<file path="src/rtl/uart_tx_arbiter_if.sv">
// uart_tx_arbiter_if: requester byte bus plus transmitter handshake.
// master = arbiter side, slave = requesters/transmitter side.
interface uart_tx_arbiter_if #(
  parameter int N_REQ = 4
);
  logic [N_REQ-1:0]   req_valid;
  logic [8*N_REQ-1:0] req_data;
  logic [N_REQ-1:0]   req_last;
  logic [N_REQ-1:0]   req_ack;
  logic [N_REQ-1:0]   grant;
  logic [7:0]         tx_din;
  logic               tx_en;
  logic               tx_rdy;
  logic               busy;
  logic               err;

  modport master (
    input  req_valid,
    input  req_data,
    input  req_last,
    input  tx_rdy,
    output req_ack,
    output grant,
    output tx_din,
    output tx_en,
    output busy,
    output err
  );

  modport slave (
    output req_valid,
    output req_data,
    output req_last,
    output tx_rdy,
    input  req_ack,
    input  grant,
    input  tx_din,
    input  tx_en,
    input  busy,
    input  err
  );
endinterface

</file>
<file path="src/rtl/uart_tx_arbiter.sv">
// uart_tx_arbiter: round-robin share of one UART byte transmitter.
// Ports: clk, rst (async low), bus (req_*, grant, tx_*, busy, err).
module uart_tx_arbiter #(
  parameter int N_REQ     = 4,
  parameter int BURST_MAX = 4,
  parameter int TO_CYCLES = 1024
) (
  input logic               clk,
  input logic               rst,
  uart_tx_arbiter_if.master bus
);

  localparam int PW = $clog2(N_REQ);
  localparam int TW = $clog2(TO_CYCLES + 1);

  typedef enum logic [1:0] {
    S_IDLE,
    S_LOAD,
    S_SEND,
    S_DRAIN
  } state_e;

  state_e           state_q, state_d;
  logic             sync1_q;
  logic             sync2_q;
  logic [PW-1:0]    ptr_q, ptr_d;
  logic [PW-1:0]    gidx_q, gidx_d;
  logic [N_REQ-1:0] grant_q, grant_d;
  logic [N_REQ-1:0] ack_q, ack_d;
  logic [7:0]       tx_din_q, tx_din_d;
  logic             tx_en_q, tx_en_d;
  logic             err_q, err_d;
  logic             last_q, last_d;
  logic [3:0]       burst_q, burst_d;
  logic [TW-1:0]    to_q, to_d;

  logic             rdy_s;
  logic             rel;
  logic             to_hit;
  logic             pick_vld;
  logic [PW-1:0]    pick_idx;
  logic [PW:0]      rr_sum;
  logic             cur_vld;
  logic [7:0]       cur_data;
  logic             cur_last;

  assign rdy_s    = sync2_q;
  assign cur_vld  = bus.req_valid[gidx_q];
  assign cur_last = bus.req_last[gidx_q];
  assign cur_data = bus.req_data[{gidx_q, 3'b000} +: 8];
  assign to_hit   = (to_q == TW'(TO_CYCLES - 1));

  // Search from ptr downwards in priority: the loop runs from the
  // farthest offset to the nearest so the nearest valid one wins.
  always_comb begin
    pick_vld = 1'b0;
    pick_idx = '0;
    rr_sum   = '0;
    for (int k = N_REQ - 1; k >= 0; k--) begin
      rr_sum = {1'b0, ptr_q} + (PW+1)'(k);
      if (rr_sum >= (PW+1)'(N_REQ))
        rr_sum = rr_sum - (PW+1)'(N_REQ);
      if (bus.req_valid[rr_sum[PW-1:0]]) begin
        pick_vld = 1'b1;
        pick_idx = rr_sum[PW-1:0];
      end
    end
  end

  // State register, tx_rdy synchroniser and datapath flops.
  always_ff @(posedge clk or negedge rst) begin
    if (!rst) begin
      state_q  <= S_IDLE;
      sync1_q  <= 1'b1;
      sync2_q  <= 1'b1;
      ptr_q    <= '0;
      gidx_q   <= '0;
      grant_q  <= '0;
      ack_q    <= '0;
      tx_din_q <= '0;
      tx_en_q  <= 1'b0;
      err_q    <= 1'b0;
      last_q   <= 1'b0;
      burst_q  <= '0;
      to_q     <= '0;
    end else begin
      state_q  <= state_d;
      sync1_q  <= bus.tx_rdy;
      sync2_q  <= sync1_q;
      ptr_q    <= ptr_d;
      gidx_q   <= gidx_d;
      grant_q  <= grant_d;
      ack_q    <= ack_d;
      tx_din_q <= tx_din_d;
      tx_en_q  <= tx_en_d;
      err_q    <= err_d;
      last_q   <= last_d;
      burst_q  <= burst_d;
      to_q     <= to_d;
    end
  end

  // Next-state logic; rel marks every path that gives up the grant.
  always_comb begin
    state_d = state_q;
    rel     = 1'b0;
    unique case (state_q)
      S_IDLE: begin
        if (pick_vld)
          state_d = S_LOAD;
      end
      S_LOAD: begin
        if (!cur_vld) begin
          state_d = S_IDLE;
          rel     = 1'b1;
        end else if (rdy_s) begin
          state_d = S_SEND;
        end
      end
      S_SEND: begin
        if (!rdy_s) begin
          state_d = S_DRAIN;
        end else if (to_hit) begin
          state_d = S_IDLE;
          rel     = 1'b1;
        end
      end
      S_DRAIN: begin
        if (rdy_s) begin
          if (last_q || burst_q == 4'(BURST_MAX)) begin
            state_d = S_IDLE;
            rel     = 1'b1;
          end else begin
            state_d = S_LOAD;
          end
        end
      end
      default: state_d = S_IDLE;
    endcase
  end

  // Output and datapath next values.
  always_comb begin
    ptr_d    = ptr_q;
    gidx_d   = gidx_q;
    grant_d  = grant_q;
    ack_d    = '0;
    tx_din_d = tx_din_q;
    tx_en_d  = tx_en_q;
    err_d    = 1'b0;
    last_d   = last_q;
    burst_d  = burst_q;
    to_d     = to_q;
    unique case (state_q)
      S_IDLE: begin
        if (pick_vld) begin
          gidx_d  = pick_idx;
          grant_d = N_REQ'(1) << pick_idx;
          burst_d = '0;
        end
      end
      S_LOAD: begin
        if (cur_vld && rdy_s) begin
          tx_din_d = cur_data;
          last_d   = cur_last;
          tx_en_d  = 1'b1;
          ack_d    = grant_q;
          burst_d  = burst_q + 4'd1;
          to_d     = '0;
        end
      end
      S_SEND: begin
        if (!rdy_s) begin
          tx_en_d = 1'b0;
        end else if (to_hit) begin
          // Byte is dropped; the requester was already acked.
          tx_en_d = 1'b0;
          err_d   = 1'b1;
        end else begin
          to_d = to_q + TW'(1);
        end
      end
      S_DRAIN: begin
      end
      default: begin
        tx_en_d = 1'b0;
      end
    endcase
    if (rel) begin
      grant_d = '0;
      ptr_d   = (gidx_q == PW'(N_REQ - 1)) ? '0 : gidx_q + PW'(1);
    end
  end

  assign bus.req_ack = ack_q;
  assign bus.grant   = grant_q;
  assign bus.tx_din  = tx_din_q;
  assign bus.tx_en   = tx_en_q;
  assign bus.err     = err_q;
  assign bus.busy    = (state_q != S_IDLE);

endmodule

</file>
<file path="src/flat_wrapper.sv">
// flat-port wrapper written by rule: the top's interface ports become plain ports
module uart_tx_arbiter_flat 
#(
  parameter int N_REQ     = 4,
  parameter int BURST_MAX = 4,
  parameter int TO_CYCLES = 1024
)
  (clk, rst, bus_req_valid, bus_req_data, bus_req_last, bus_tx_rdy, bus_req_ack, bus_grant, bus_tx_din, bus_tx_en, bus_busy, bus_err);
  uart_tx_arbiter_if #(.N_REQ(N_REQ)) bus_i ();
  input logic clk;
  input logic rst;
  input wire logic [$bits(bus_i.req_valid)-1:0] bus_req_valid;
  input wire logic [$bits(bus_i.req_data)-1:0] bus_req_data;
  input wire logic [$bits(bus_i.req_last)-1:0] bus_req_last;
  input wire logic [$bits(bus_i.tx_rdy)-1:0] bus_tx_rdy;
  output wire logic [$bits(bus_i.req_ack)-1:0] bus_req_ack;
  output wire logic [$bits(bus_i.grant)-1:0] bus_grant;
  output wire logic [$bits(bus_i.tx_din)-1:0] bus_tx_din;
  output wire logic [$bits(bus_i.tx_en)-1:0] bus_tx_en;
  output wire logic [$bits(bus_i.busy)-1:0] bus_busy;
  output wire logic [$bits(bus_i.err)-1:0] bus_err;
  assign bus_i.req_valid = bus_req_valid;
  assign bus_i.req_data = bus_req_data;
  assign bus_i.req_last = bus_req_last;
  assign bus_i.tx_rdy = bus_tx_rdy;
  assign bus_req_ack = bus_i.req_ack;
  assign bus_grant = bus_i.grant;
  assign bus_tx_din = bus_i.tx_din;
  assign bus_tx_en = bus_i.tx_en;
  assign bus_busy = bus_i.busy;
  assign bus_err = bus_i.err;
  uart_tx_arbiter #(.N_REQ(N_REQ), .BURST_MAX(BURST_MAX), .TO_CYCLES(TO_CYCLES)) u_core (.clk(clk), .rst(rst), .bus(bus_i));
endmodule
</file>
<file path="config.mk">
export PLATFORM = sky130hd
export DESIGN_NAME = uart_tx_arbiter_flat
export DESIGN_NICKNAME = d
export VERILOG_FILES = /design/src/rtl/uart_tx_arbiter_if.sv /design/src/rtl/uart_tx_arbiter.sv /design/src/flat_wrapper.sv
export SDC_FILE = /design/constraint.sdc
export NUM_CORES = 1
export LEC_CHECK = 0
export BUFFER_PORTS_ARGS = -buffer_cell sky130_fd_sc_hd__buf_2
export CAP_MARGIN = 20
export CORE_ASPECT_RATIO = 0.6
export CORE_UTILIZATION = 35
export DETAILED_ROUTE_END_ITERATION = 8
export PLACE_DENSITY = 0.62
export SKIP_CTS_REPAIR_TIMING = 1
export SYNTH_ARGS = -nofsm -noshare
export SYNTH_HDL_FRONTEND = slang
export SYNTH_SLANG_ARGS = --single-unit
</file>
<file path="constraint.sdc">
create_clock -name clk -period 5.2 [get_ports clk]
set_input_delay 1.04 -clock clk [delete_from_list [all_inputs] [get_ports clk]]
set_output_delay 1.04 -clock clk [all_outputs]
set_load 0.02 [all_outputs]
</file>
### Word-level counts from Yosys, hierarchy flattened

Cells that the tools add are included.
W data, S select, Z words.

| cells by class | value |
|---|---|
| muxes and demuxes | 56 |
| shifts and indexed selects | 2 |
| $add $sub $neg | 10 |
| equality and inequality tests | 13 |
| magnitude comparators | 9 |
| reduce and logical (&&, ||, !) cells | 15 |

Operator list:

| kind | count |
|---|---|
| $mux W11 | 3 |
| $shiftx A32 B6 Y8 | 1 |
| $mux W2 | 15 |
| $mux W4 | 7 |
| $pmux W11 S2 | 1 |
| $mux W1 | 20 |
| $lt A2 B3 Y1 const B | 5 |
| $bmux W1 S2 | 6 |
| $add A11 B1 Y11 const B | 1 |
| $eq A11 B10 Y1 const B | 1 |
| $reduce_bool A2 Y1 | 5 |
| $ge A3 B3 Y1 const B | 3 |
| $ne A2 B1 Y1 const B | 4 |
| $pmux W2 S4 | 1 |
| $pmux W4 S2 | 1 |
| $reduce_and A4 Y1 | 2 |
| $sub A2 B1 Y2 const B | 4 |
| $add A2 B2 Y3 const B | 2 |
| $eq A2 B2 Y1 const B | 3 |
| $reduce_and A2 Y1 | 3 |
| $reduce_and A3 Y1 | 2 |
| $add A4 B1 Y4 const B | 1 |
| $eq A4 B3 Y1 const B | 1 |
| $shl A1 B2 Y4 const A | 1 |
| 12 further kinds | 12 |

| storage, ports and cells | value |
|---|---|
| output and inout bits | 19 |
| input port bits | 43 |
| logic and storage cells | 118 |
| bits in registers | 42 |

### Depth between registers and ports, before layout

| depth | value |
|---|---|
| depth after elaboration | 13 |
| depth in mapped cells | 8 |
| depth with buffers taken out | 7 |

### Worst setup path after synthesis

Ideal clock, no wire load.

| timing path | value |
|---|---|
| kind | input-to-reg |
| start point | in bus_req_valid[3] |
| end point | reg u_core.tx_din_q[4] (netlist: u_core.bus.tx_din[4]) |
| path buffers | 2 |
| cell stages on the path | 5 |
| library setup time | 128 ps |
| slack | 2677 ps |
| data required time | 5072 ps |
| data arrival time | 2395 ps |
| cells stage by stage | mux4_2 and3_1 clkbuf_1 buf_2 mux2_1 |

| on the way | value |
|---|---|
| longest elaborated chain between the ends | 4 |

RTL lines:

| element | line | source |
|---|---|---|
| start: declaration | flat_wrapper.sv:12 | `input wire logic [$bits(bus_i.req_valid)-1:0] bus_req_valid;` |
| $bmux W1 S2 | uart_tx_arbiter.sv:48 | `assign cur_vld = bus.req_valid[gidx_q];` |
| $mux W1 (not written as such) | uart_tx_arbiter.sv:48 |  |
| $logic_and A1 B1 Y1 | uart_tx_arbiter.sv:163 | `if (cur_vld && rdy_s) begin` |
| $reduce_and A2 Y1 (no source line) | - |  |
| end signal: assignment | uart_tx_arbiter.sv:94 | `tx_din_q <= tx_din_d;` |
| end: declaration | uart_tx_arbiter.sv:30 | `logic [7:0] tx_din_q, tx_din_d;` |

No other way between the ends. The select of a mux whose other input is x is not followed.
A chain may end at the register's enable or synchronous reset.

### Worst setup path after layout

| timing path | value |
|---|---|
| start point | reg u_core.gidx_q[0] |
| end point | reg u_core.to_q[9] |

| on the way | value |
|---|---|
| longest elaborated chain between the ends | 5 |

RTL lines:

| element | line | source |
|---|---|---|
| start: declaration | uart_tx_arbiter.sv:27 | `logic [PW-1:0] gidx_q, gidx_d;` |
| start signal: assignment | uart_tx_arbiter.sv:91 | `gidx_q <= gidx_d;` |
| $bmux W1 S2 | uart_tx_arbiter.sv:48 |  |
| $mux W1 (not written as such) | uart_tx_arbiter.sv:48 |  |
| $logic_and A1 B1 Y1 | uart_tx_arbiter.sv:163 |  |
| $ne A2 B1 Y1 (no source line) | - |  |
| $reduce_and A4 Y1 (no source line) | - |  |
| end signal: assignment | uart_tx_arbiter.sv:99 | `to_q <= to_d;` |
| end: declaration | uart_tx_arbiter.sv:35 | `logic [TW-1:0] to_q, to_d;` |

No other way between the ends. The select of a mux whose other input is x is not followed.

==> results.ini <==
[logic_synthesis]
netlist-cell-type-count = 47
synthTopCellsByArea = dfrtp_1 43%, mux4_2 9.7%, mux2_1 5.3%
synth_edf_count = 0
synth_top_area_frac = 0.429
synth_area_leader_cell = dfrtp_1
syn-cell-area_um2 = 2330
synth_nets = 271
synthFlopType = dfrtp_1
async_flop_share = 1.00
ys_seq_area_frac = 0.451
ys_ff_latch = 42
syn_avg_cell_area_um2 = 10.7
synthCells = 219
ys.warnings.count = 0

[floorplanning]
die_y_um = 65.2
core-area_um2 = 6280
initial_core_util = 0.372
die_w_um = 107
fp-row-count = 22
io_pins = 62
die_area_um2 = 7010

[finish]
n_fill_cell = 598
fin_nets = 330
area_delta_synth_final_pct = 20.4
layout-drive-gt1-share = 0.308
mostFrequentLayoutCells = 61 x buf_2, 40 x dfrtp_1, 15 x nand2_1, 15 x a21oi_1, 14 x nor2_1
final_common_cell = buf_2
num_antenna_cells = 0

[worst_setup_path]
cp_max_fo = 16
crit_buf_inv = 0
r2r-end = u_core.to_q[9]$_DFFE_PN0P_
required_ns = 5.41
reg2reg_depth = 4
crit_path_start_kind = register
slowest_stage = dfrtp_1
rr_startpoint = u_core.gidx_q[0]$_DFFE_PN0P_
reg2reg_setup_slack_ns = 2.65
worstSetupEndpointType = register
worst_path_largest_cell_delay_ns = 0.79
worst_ep_arrival_time_ns = 2.76
cp.depth = 4
cp_cell_sequence = mux4_2 > and3_1 > and2_1 > a311oi_1
cp_top_family = flip-flops
worstSetupPathType = reg2reg
cp-endpoint = u_core.to_q[9]$_DFFE_PN0P_
startpoint = u_core.gidx_q[0]$_DFFE_PN0P_

[global_routing]
grt_overflow = 0
grt_start_max_net_pins = 43
grt_util_all_layers = 0.180
grt_pass1_vias = 1849
antenna_found_initial = 0
grt_pass1_wl_mm = 9.56

[timing]
final.setup_skew_ns = 0.0130
worst_pin_slew_ns = 0.943
layout_min_cycle_time_ns = 2.55
rsz0062_at_grt = false
period_share = 0.490
fmax_mhz = 393
hold_viol = 0
slew_violations = 0
setup_tns_ns = 0
relSlewSlack = 0.371
setup_viol = 0

[clock_network]
cts_root_buf = clkbuf_8
cts_made_buffers = 5
clkTransAtPathRegs_ns = 0.09
htreeDepth = 2
cts_tree = done
cts.sinks = 42
clockBufferDepth = 2
clk_latency_ns = 0.30

[route]
wl_per_cell_um = 15.8
remaining_drc_errors = 0
highest_layer = met4
route.antenna.remaining_nets = 0
wirelength_mm = 5.74
drt-pass1-iter-count = 4
drt-met1-wl_mm = 3.03
drt-vias-per-instance = 5.33
wl_met2_mm = 2.37
drtIter0Drc = 134
vias = 1935
route.met3.wl_um = 307

[power_and_ir_drop]
p_per_area_nw_per_um2 = 468
power_mw = 1.31
p_leak_nw = 1.34
max-vdd-ir-drop_mv = 0.188

[place]
io_buffers = 61
globalplace.congestion = 0.757
dp_hpwl_mm = 4.27

[outcome]
status = finished, final reports clean

[job]
drv_cap = 0

[hold_path]
holdCritPathClass = reg2reg

==> registers in the layout, indices dropped and copies added, names as in the netlist <==
register / flops
u_core.burst_q: 4
u_core.bus.err: 1
u_core.bus.grant: 4
u_core.bus.req_ack: 4
u_core.bus.tx_din: 8
u_core.bus.tx_en: 1
u_core.gidx_q: 2
u_core.last_q: 1
u_core.ptr_q: 2
u_core.rdy_s: 1
u_core.state_q: 2
u_core.sync1_q: 1
u_core.to_q: 11
==> area by class of cell <==
class                      instances  area (um^2)  share of cell area
clock inverter                     3         21.3             0.00757
inverter                          12         45.0              0.0160
timing repair buffer              62          313               0.111
sequential                        42         1050               0.375
multi-input combinational        155         1200               0.428
clock buffer                       5         68.8              0.0245
tap                               84          105              0.0374
==> cell usage after synthesis (all sizes together), types with 3 or more instances <==
master / count
dfrtp: 40
a21oi: 16
nand2: 15
nor2: 14
inv: 12
mux2: 11
mux4: 10
o21ai: 10
ha: 9
and2: 8
nand3: 8
and3: 7
clkbuf: 7
nand4: 4
nor3: 4
o22ai: 4
a21o: 3
a31oi: 3
buf: 3
mux2i: 3
==> power breakdown <==
part | leakage (nW) | switching, mW | internal, mW
sequential | 0.541 | 0.0991 | 0.420
combinational | 0.751 | 0.317 | 0.260
clock | 0.0441 | 0.123 | 0.0945
total | 1.34 | 0.540 | 0.774
==> worst min-delay path by stage <==
| stage | startpoint | endpoint | slack [ns] | cells past startpoint |
|---|---|---|---|---|
| after CTS | u_core.sync1_q$_DFF_PN1_ | u_core.rdy_s$_DFF_PN1_ | 0.37 | 0 |
| after floorplan | u_core.sync1_q$_DFF_PN1_ | u_core.rdy_s$_DFF_PN1_ | 0.35 | 0 |
| final | u_core.sync1_q$_DFF_PN1_ | u_core.rdy_s$_DFF_PN1_ | 0.37 | 0 |
| after global routing | u_core.sync1_q$_DFF_PN1_ | u_core.rdy_s$_DFF_PN1_ | 0.37 | 0 |
| after detailed placement | u_core.sync1_q$_DFF_PN1_ | u_core.rdy_s$_DFF_PN1_ | 0.35 | 0 |
| after global placement | u_core.sync1_q$_DFF_PN1_ | u_core.rdy_s$_DFF_PN1_ | 0.35 | 0 |
==> cell families after synthesis <==
family | Yosys count | share of synthesized area
flip-flops | 42 | 0.451
buffers and inverters | 22 | 0.0365
multiplexers | 24 | 0.162
AO/OA/AOI/OAI | 49 | 0.135
adder cells (fa/ha/maj) | 9 | 0.0483
AND/OR/NAND/NOR | 71 | 0.159
XOR/XNOR | 2 | 0.00751
==> metrics by stage <==
stage | hold WS, ns | instances | area, um^2 | worst slack (ns) | util
2_1_floorplan | 0.345 | 219 | 2330 | 2.68 | -
3_3_place_gp | 0.347 | 355 | 2720 | 2.44 | 0.433
3_5_place_dp | 0.354 | 355 | 2720 | 2.39 | 0.433
4_1_cts | 0.365 | 363 | 2810 | 2.60 | 0.448
5_1_grt | 0.370 | 363 | 2810 | 2.39 | 0.448
6_report | 0.365 | 363 | 2810 | 2.65 | 0.448
==> metal layers <==
layer | vias to the layer above | global-route usage
li1 | 923 | -
met1 | 953 | 0.286
met2 | 57 | 0.242
met3 | 2 | 0.0337
met4 | 0 | 0.0514
met5 | - | 0
Power figures use the tool's default switching activity.
